File: src/rtl/tof_i2c_bus_scheduler.sv
// -----------------------------------------------------------------------------
// tof_i2c_bus_scheduler
//   Shares one I2C transaction engine between NREQ requesters. Requester 0 has
//   fixed priority; the others are served round-robin. A granted requester can
//   hold the bus across back-to-back transactions with lock_i (for example a
//   mux switch write followed by the ADC read behind it). A watchdog aborts
//   transactions the engine never completes.
// -----------------------------------------------------------------------------
module tof_i2c_bus_scheduler #(
    parameter int NREQ    = 4,
    parameter int DW      = 34,
    parameter int TIMEOUT = 65535
) (
    input  logic               clk_i,
    input  logic               rst_ni,
    input  logic [NREQ-1:0]    req_i,
    input  logic [NREQ-1:0]    lock_i,
    input  logic [NREQ*DW-1:0] desc_i,
    output logic [NREQ-1:0]    gnt_o,
    output logic [NREQ-1:0]    done_o,
    output logic               err_o,
    output logic [15:0]        rdata_o,
    output logic               eng_start_o,
    output logic [DW-1:0]      eng_desc_o,
    output logic               eng_abort_o,
    input  logic               eng_busy_i,
    input  logic               eng_done_i,
    input  logic               eng_nack_i,
    input  logic [15:0]        eng_rdata_i,
    output logic               timeout_o
);

    // Index width for requester numbers; timer wide enough to reach TIMEOUT.
    localparam int WW = (NREQ > 1) ? $clog2(NREQ) : 1;
    localparam int TW = $clog2(TIMEOUT + 1);

    typedef enum logic [2:0] {
        ST_IDLE,
        ST_ISSUE,
        ST_WAIT,
        ST_ABORT,
        ST_DONE
    } state_e;

    // Registered state and outputs.
    state_e            state_q,   state_d;
    logic [WW-1:0]     win_q,     win_d;
    logic [WW-1:0]     rr_ptr_q,  rr_ptr_d;
    logic [TW-1:0]     timer_q,   timer_d;
    logic [NREQ-1:0]   gnt_q,     gnt_d;
    logic [NREQ-1:0]   done_q,    done_d;
    logic              err_q,     err_d;
    logic [15:0]       rdata_q,   rdata_d;
    logic              start_q,   start_d;
    logic [DW-1:0]     desc_q,    desc_d;
    logic              abort_q,   abort_d;
    logic              timeout_q, timeout_d;

    // Arbitration result for the IDLE state.
    logic [WW-1:0]     arb_win;
    logic              arb_found;
    int                arb_idx;

    // Saturating timer increment and watchdog expiry compare.
    logic [TW-1:0]     timer_inc;
    logic              timer_expired;

    // Descriptors split per requester so they can be selected by index.
    logic [DW-1:0]     desc_arr [NREQ];

    for (genvar g = 0; g < NREQ; g++) begin : g_desc_unpack
        assign desc_arr[g] = desc_i[g*DW +: DW];
    end

    assign timer_inc     = (timer_q == '1) ? timer_q : timer_q + TW'(1);
    assign timer_expired = (timer_q == TW'(TIMEOUT - 1));

    // Pick the next requester: req 0 first, then round-robin over 1..NREQ-1
    // starting at rr_ptr and wrapping back to 1.
    // NOTE: every variable written in a combinational block gets a default at
    // the top; a path that leaves one unassigned would infer a latch.
    always_comb begin
        arb_win   = '0;
        arb_found = 1'b0;
        arb_idx   = 0;
        if (req_i[0]) begin
            arb_found = 1'b1;
        end else begin
            for (int k = 0; k < NREQ - 1; k++) begin
                arb_idx = int'(rr_ptr_q) + k;
                if (arb_idx >= NREQ) begin
                    arb_idx = arb_idx - (NREQ - 1);
                end
                if (!arb_found && req_i[arb_idx[WW-1:0]]) begin
                    arb_win   = arb_idx[WW-1:0];
                    arb_found = 1'b1;
                end
            end
        end
    end

    // Next-state and next-output logic for the grant/issue/wait/done sequence.
    always_comb begin
        state_d   = state_q;
        win_d     = win_q;
        rr_ptr_d  = rr_ptr_q;
        timer_d   = timer_q;
        gnt_d     = gnt_q;
        done_d    = '0;
        err_d     = 1'b0;
        rdata_d   = rdata_q;
        start_d   = 1'b0;
        desc_d    = desc_q;
        abort_d   = 1'b0;
        timeout_d = 1'b0;

        unique case (state_q)
            ST_IDLE: begin
                if (arb_found) begin
                    win_d   = arb_win;
                    gnt_d   = NREQ'(1) << arb_win;
                    start_d = 1'b1;
                    desc_d  = desc_arr[arb_win];
                    timer_d = '0;
                    state_d = ST_ISSUE;
                end
            end

            // Start pulse is on the wire this cycle; the watchdog counts from
            // here so that expiry lands TIMEOUT cycles after the start.
            ST_ISSUE: begin
                timer_d = timer_inc;
                state_d = ST_WAIT;
            end

            // A completion in the expiry cycle takes precedence over abort.
            ST_WAIT: begin
                timer_d = timer_inc;
                if (eng_done_i) begin
                    done_d  = NREQ'(1) << win_q;
                    err_d   = eng_nack_i;
                    rdata_d = eng_rdata_i;
                    state_d = ST_DONE;
                end else if (timer_expired) begin
                    abort_d   = 1'b1;
                    timeout_d = 1'b1;
                    state_d   = ST_ABORT;
                end
            end

            // Late completions from the aborted engine are ignored; only
            // busy going low ends the abort.
            ST_ABORT: begin
                if (!eng_busy_i) begin
                    done_d  = NREQ'(1) << win_q;
                    err_d   = 1'b1;
                    rdata_d = '0;
                    state_d = ST_DONE;
                end
            end

            // Locked requester with a clean completion keeps the bus with no
            // gap in gnt; any error forces the bus to be released.
            ST_DONE: begin
                if (lock_i[win_q] && req_i[win_q] && !err_q) begin
                    start_d = 1'b1;
                    desc_d  = desc_arr[win_q];
                    timer_d = '0;
                    state_d = ST_ISSUE;
                end else begin
                    gnt_d = '0;
                    if (win_q != '0) begin
                        rr_ptr_d = (win_q == WW'(NREQ - 1)) ? WW'(1) : win_q + WW'(1);
                    end
                    state_d = ST_IDLE;
                end
            end

            default: begin
                state_d = ST_IDLE;
            end
        endcase
    end

    // State and output registers; reset returns everything to idle at once.
    // NOTE: sequential state is written with non-blocking assignments so every
    // flop samples the values from before the edge, independent of order.
    always_ff @(posedge clk_i or negedge rst_ni) begin
        if (!rst_ni) begin
            state_q   <= ST_IDLE;
            win_q     <= '0;
            rr_ptr_q  <= WW'(1);
            timer_q   <= '0;
            gnt_q     <= '0;
            done_q    <= '0;
            err_q     <= 1'b0;
            rdata_q   <= '0;
            start_q   <= 1'b0;
            desc_q    <= '0;
            abort_q   <= 1'b0;
            timeout_q <= 1'b0;
        end else begin
            state_q   <= state_d;
            win_q     <= win_d;
            rr_ptr_q  <= rr_ptr_d;
            timer_q   <= timer_d;
            gnt_q     <= gnt_d;
            done_q    <= done_d;
            err_q     <= err_d;
            rdata_q   <= rdata_d;
            start_q   <= start_d;
            desc_q    <= desc_d;
            abort_q   <= abort_d;
            timeout_q <= timeout_d;
        end
    end

    assign gnt_o       = gnt_q;
    assign done_o      = done_q;
    assign err_o       = err_q;
    assign rdata_o     = rdata_q;
    assign eng_start_o = start_q;
    assign eng_desc_o  = desc_q;
    assign eng_abort_o = abort_q;
    assign timeout_o   = timeout_q;

endmodule
File: config.mk
export PLATFORM = sky130hd
export DESIGN_NAME = tof_i2c_bus_scheduler
export DESIGN_NICKNAME = d
export VERILOG_FILES = /design/src/rtl/tof_i2c_bus_scheduler.sv
export SDC_FILE = /design/constraint.sdc
export NUM_CORES = 1
export LEC_CHECK = 0
export CAP_MARGIN = 0
export CORE_UTILIZATION = 30
export DETAILED_ROUTE_END_ITERATION = 7
export SLEW_MARGIN = 25
export SYNTH_ARGS = -nofsm -noshare
export SYNTH_HDL_FRONTEND = slang
export SYNTH_SLANG_ARGS = --single-unit
File: constraint.sdc
create_clock -name clk_i -period 3.55 [get_ports clk_i]
set_input_delay 0.355 -clock clk_i [delete_from_list [all_inputs] [get_ports clk_i]]
set_output_delay 0.355 -clock clk_i [all_outputs]
set_load 0.05 [all_outputs]
==> impl_metrics.tcl <==
set metrics [dict create \
    outcome "complete, no violations" \
    slew_headroom_pct 42.1 \
    yosys.area.top_type_share_pct 35.0 \
    critPathKind "reg -> reg" \
    max_freq_mhz 307 \
    cp_max_fo 48 \
    antenna_cells 0 \
    cts_htree_levels 3 \
    r2r-end "eng_desc_o[6]$_DFFE_PN0P_" \
    clock-sinks 84 \
    ctsHoldBuffers 0 \
    cts_tree "yes" \
    grt_pass1_wl_um 28800 \
    drc 0 \
    yosys_warnings 0 \
    start_util_pct 30.6 \
    synthArstFlopShare_pct 100 \
    root_buffer "clkbuf_16" \
    die_h_um 143 \
    timing.rr.start "rr_ptr_q[0]$_DFFE_PN1P_" \
    num_rows 51 \
    start_kind "flip-flop" \
    setup_viol 0 \
    insertion_delay_ns 0.35 \
    synthTopCellsByArea "dfrtp_1, mux4_2, mux2i_1, o221a_1, nand2_1" \
    port_buffers 226 \
    fin_nets 931 \
    ys_ff_latch 84 \
    hold_ws_ns 0.106 \
    cap_violations 0 \
    fill_cells 1869 \
    min_period_ns 3.26 \
    synth_most_common_cell "dfrtp_1" \
    maxSlewViolCount 0 \
    grt_start_max_net_pins 67 \
    cp.required_ns 3.82 \
    syn_area_per_cell_um2 10.7 \
    grt_use_total_pct 18.3 \
    post-route-util_pct 44.8 \
    drive_gt1_share_pct 11.9 \
    rrSetupSlack_ns 0.29 \
    die_area_um2 20300 \
    wirelength_um 18200 \
    final_area_um2 8680 \
    fin_worst_skew_ns 0.0111 \
    dpl-instance-area_um2 8370 \
    core_area_um2 19400 \
    ys_types 51 \
    cts.clk_slew.worst_paths_ns 0.07 \
    grt_overflow 0 \
    worstRegToRegCells 9 \
    syn2layout_area_growth_pct 46.4 \
    ant_nets 0 \
    num_vias 5349 \
    post_drt_via_cell_ratio 5.20 \
    cts_max_path_buffers 2 \
    synth_flop_cell "dfrtp_1" \
    cp_data_arrival_time_ns 3.52 \
    grt_pass1_vias 5579 \
    cts-resized-gates 0 \
    post_cts_buffers 0 \
    synth_cells 553 \
    yosysTopAreaCell "dfrtp_1" \
    ir_drop_mv 0.316 \
    syn-cell-area_um2 5930 \
    cts-buffers-inserted 9 \
    rsz0062_at_grt "no" \
    antenna_found_initial 0 \
    p_leak_nw 3.37 \
    gp_routability_congestion 0.810 \
    fin_tns_setup_ns 0 \
    seq_area_frac_synth_pct 35.5 \
    p_total_w 0.00728 \
    tightestPinTransition_ns 0.869 \
    p_per_area_nw_per_um2 838 \
    syn-num-nets 726 \
    synth_common_cells "dfrtp_1, mux2i_1, nand2_1" \
    drt-pass1-iter-count 5 \
    min_period_over_period_pct 91.7 \
    num_io_pins 227 \
    drt_iter0_markers 196 \
    dp_hpwl_um 13600 \
    hold_viol_final 0 \
    die_w_um 143 \
    endpoint_kind "flip-flop" \
    synth_edf_count 0 \
    hp-class "in -> async" \
    wl_per_cell_um 17.7 \
]
## cells by family after synthesis
family / synth area share [%]
fa+ha+maj: 1.69
flops: 35.5
xor+xnor: 0.148
simple gates: 11.3
buf+inv: 5.70
mux: 28.7
compound gates: 17.0
## state kept, by name, summed over array words and instances (netlist names)
name         cells
eng_desc_o      34
rdata_o         16
timer_q         16
done_o           4
gnt_o            4
state_q          3
rr_ptr_q         2
win_q            2
eng_start_o      1
err_o            1
timeout_o        1
## final cells by class
type,count,area (um2),area share (%)
clock inverter,7,82.6,0.951
multi-input combinational,407,3500,40.3
timing repair buffer,238,2370,27.3
tap,265,332,3.82
clock buffer,9,225,2.59
sequential,84,2110,24.3
inverter,18,67.6,0.778
## routing by layer
layer | vias up | wire length [um] | share of wire (%) | track usage [%]
met1 | 2629 | 7260 | 40 | 20.7
met2 | 179 | 9260 | 51 | 32.8
li1 | 2520 | - | - | -
met4 | 0 | 332 | 1.8 | 6.73
met3 | 21 | 1340 | 7.4 | 5.05
met5 | - | 0 | 0 | 0
## worst max-delay path by stage
stage,from,endpoint,slack (ns),cells after the start
after detailed placement,rr_ptr_q[0]$_DFFE_PN1P_,eng_desc_o[6]$_DFFE_PN0P_,0.33,9
after floorplan,rr_ptr_q[0]$_DFFE_PN1P_,eng_desc_o[5]$_DFFE_PN0P_,0.72,11
final,rr_ptr_q[0]$_DFFE_PN1P_,eng_desc_o[6]$_DFFE_PN0P_,0.29,9
after CTS,rr_ptr_q[0]$_DFFE_PN1P_,eng_desc_o[6]$_DFFE_PN0P_,0.31,9
after global routing,rr_ptr_q[0]$_DFFE_PN1P_,eng_desc_o[21]$_DFFE_PN0P_,0.14,9
after global placement,rr_ptr_q[0]$_DFFE_PN1P_,eng_desc_o[4]$_DFFE_PN0P_,0.43,9
## where the power goes
group          leakage (nW)  internal [W]  switching [W]
clock network         0.145      0.000558       0.000431
registers              1.07       0.00134       0.000264
logic                  2.15       0.00195        0.00273
## cells in the final DEF, fill, tap and decap left out, types with 3 or more instances in the layout
| cell | Yosys | layout |
|---|---|---|
| clkdlybuf4s50_1 | 0 | 225 |
| dfrtp_1 | 83 | 81 |
| mux2i_1 | 72 | 72 |
| nand2_1 | 44 | 44 |
| mux4_2 | 39 | 39 |
| nor2_1 | 37 | 35 |
| o21ai_1 | 30 | 30 |
| o221a_1 | 25 | 25 |
| a21oi_1 | 23 | 23 |
| inv_1 | 16 | 16 |
| a22o_1 | 16 | 16 |
| or3_1 | 15 | 15 |
| o21ai_0 | 13 | 13 |
| o22ai_1 | 12 | 12 |
| buf_4 | 3 | 11 |
| and2_1 | 9 | 9 |
| mux2_2 | 9 | 9 |
| clkbuf_16 | 0 | 9 |
| ha_1 | 8 | 8 |
| nand2b_1 | 6 | 6 |
| nand4_1 | 5 | 5 |
| nand3b_1 | 4 | 4 |
| nand3_1 | 4 | 4 |
| nor3_1 | 3 | 3 |
| a21o_1 | 3 | 3 |
| and4_1 | 3 | 3 |
| or4_1 | 3 | 3 |
| inv_6 | 0 | 3 |
## critical path, cell delays in order, from the launching register on
cell and delay [ns]:
dfstp_2 0.61, inv_1 0.06, ha_1 0.43, mux4_2 0.53, nor2b_2 0.18, o31a_2 0.50, buf_12 0.29, mux2i_1 0.16
o221a_1 0.25, o21ai_1 0.14
## through the flow
step	std cells	setup slack, ns
after global routing	1028	0.141
after CTS	1028	0.312
after global placement	1012	0.434
after detailed placement	1012	0.332
after floorplan	553	0.720
final	1028	0.295
No activity file was read; power rests on OpenSTA's default activity.
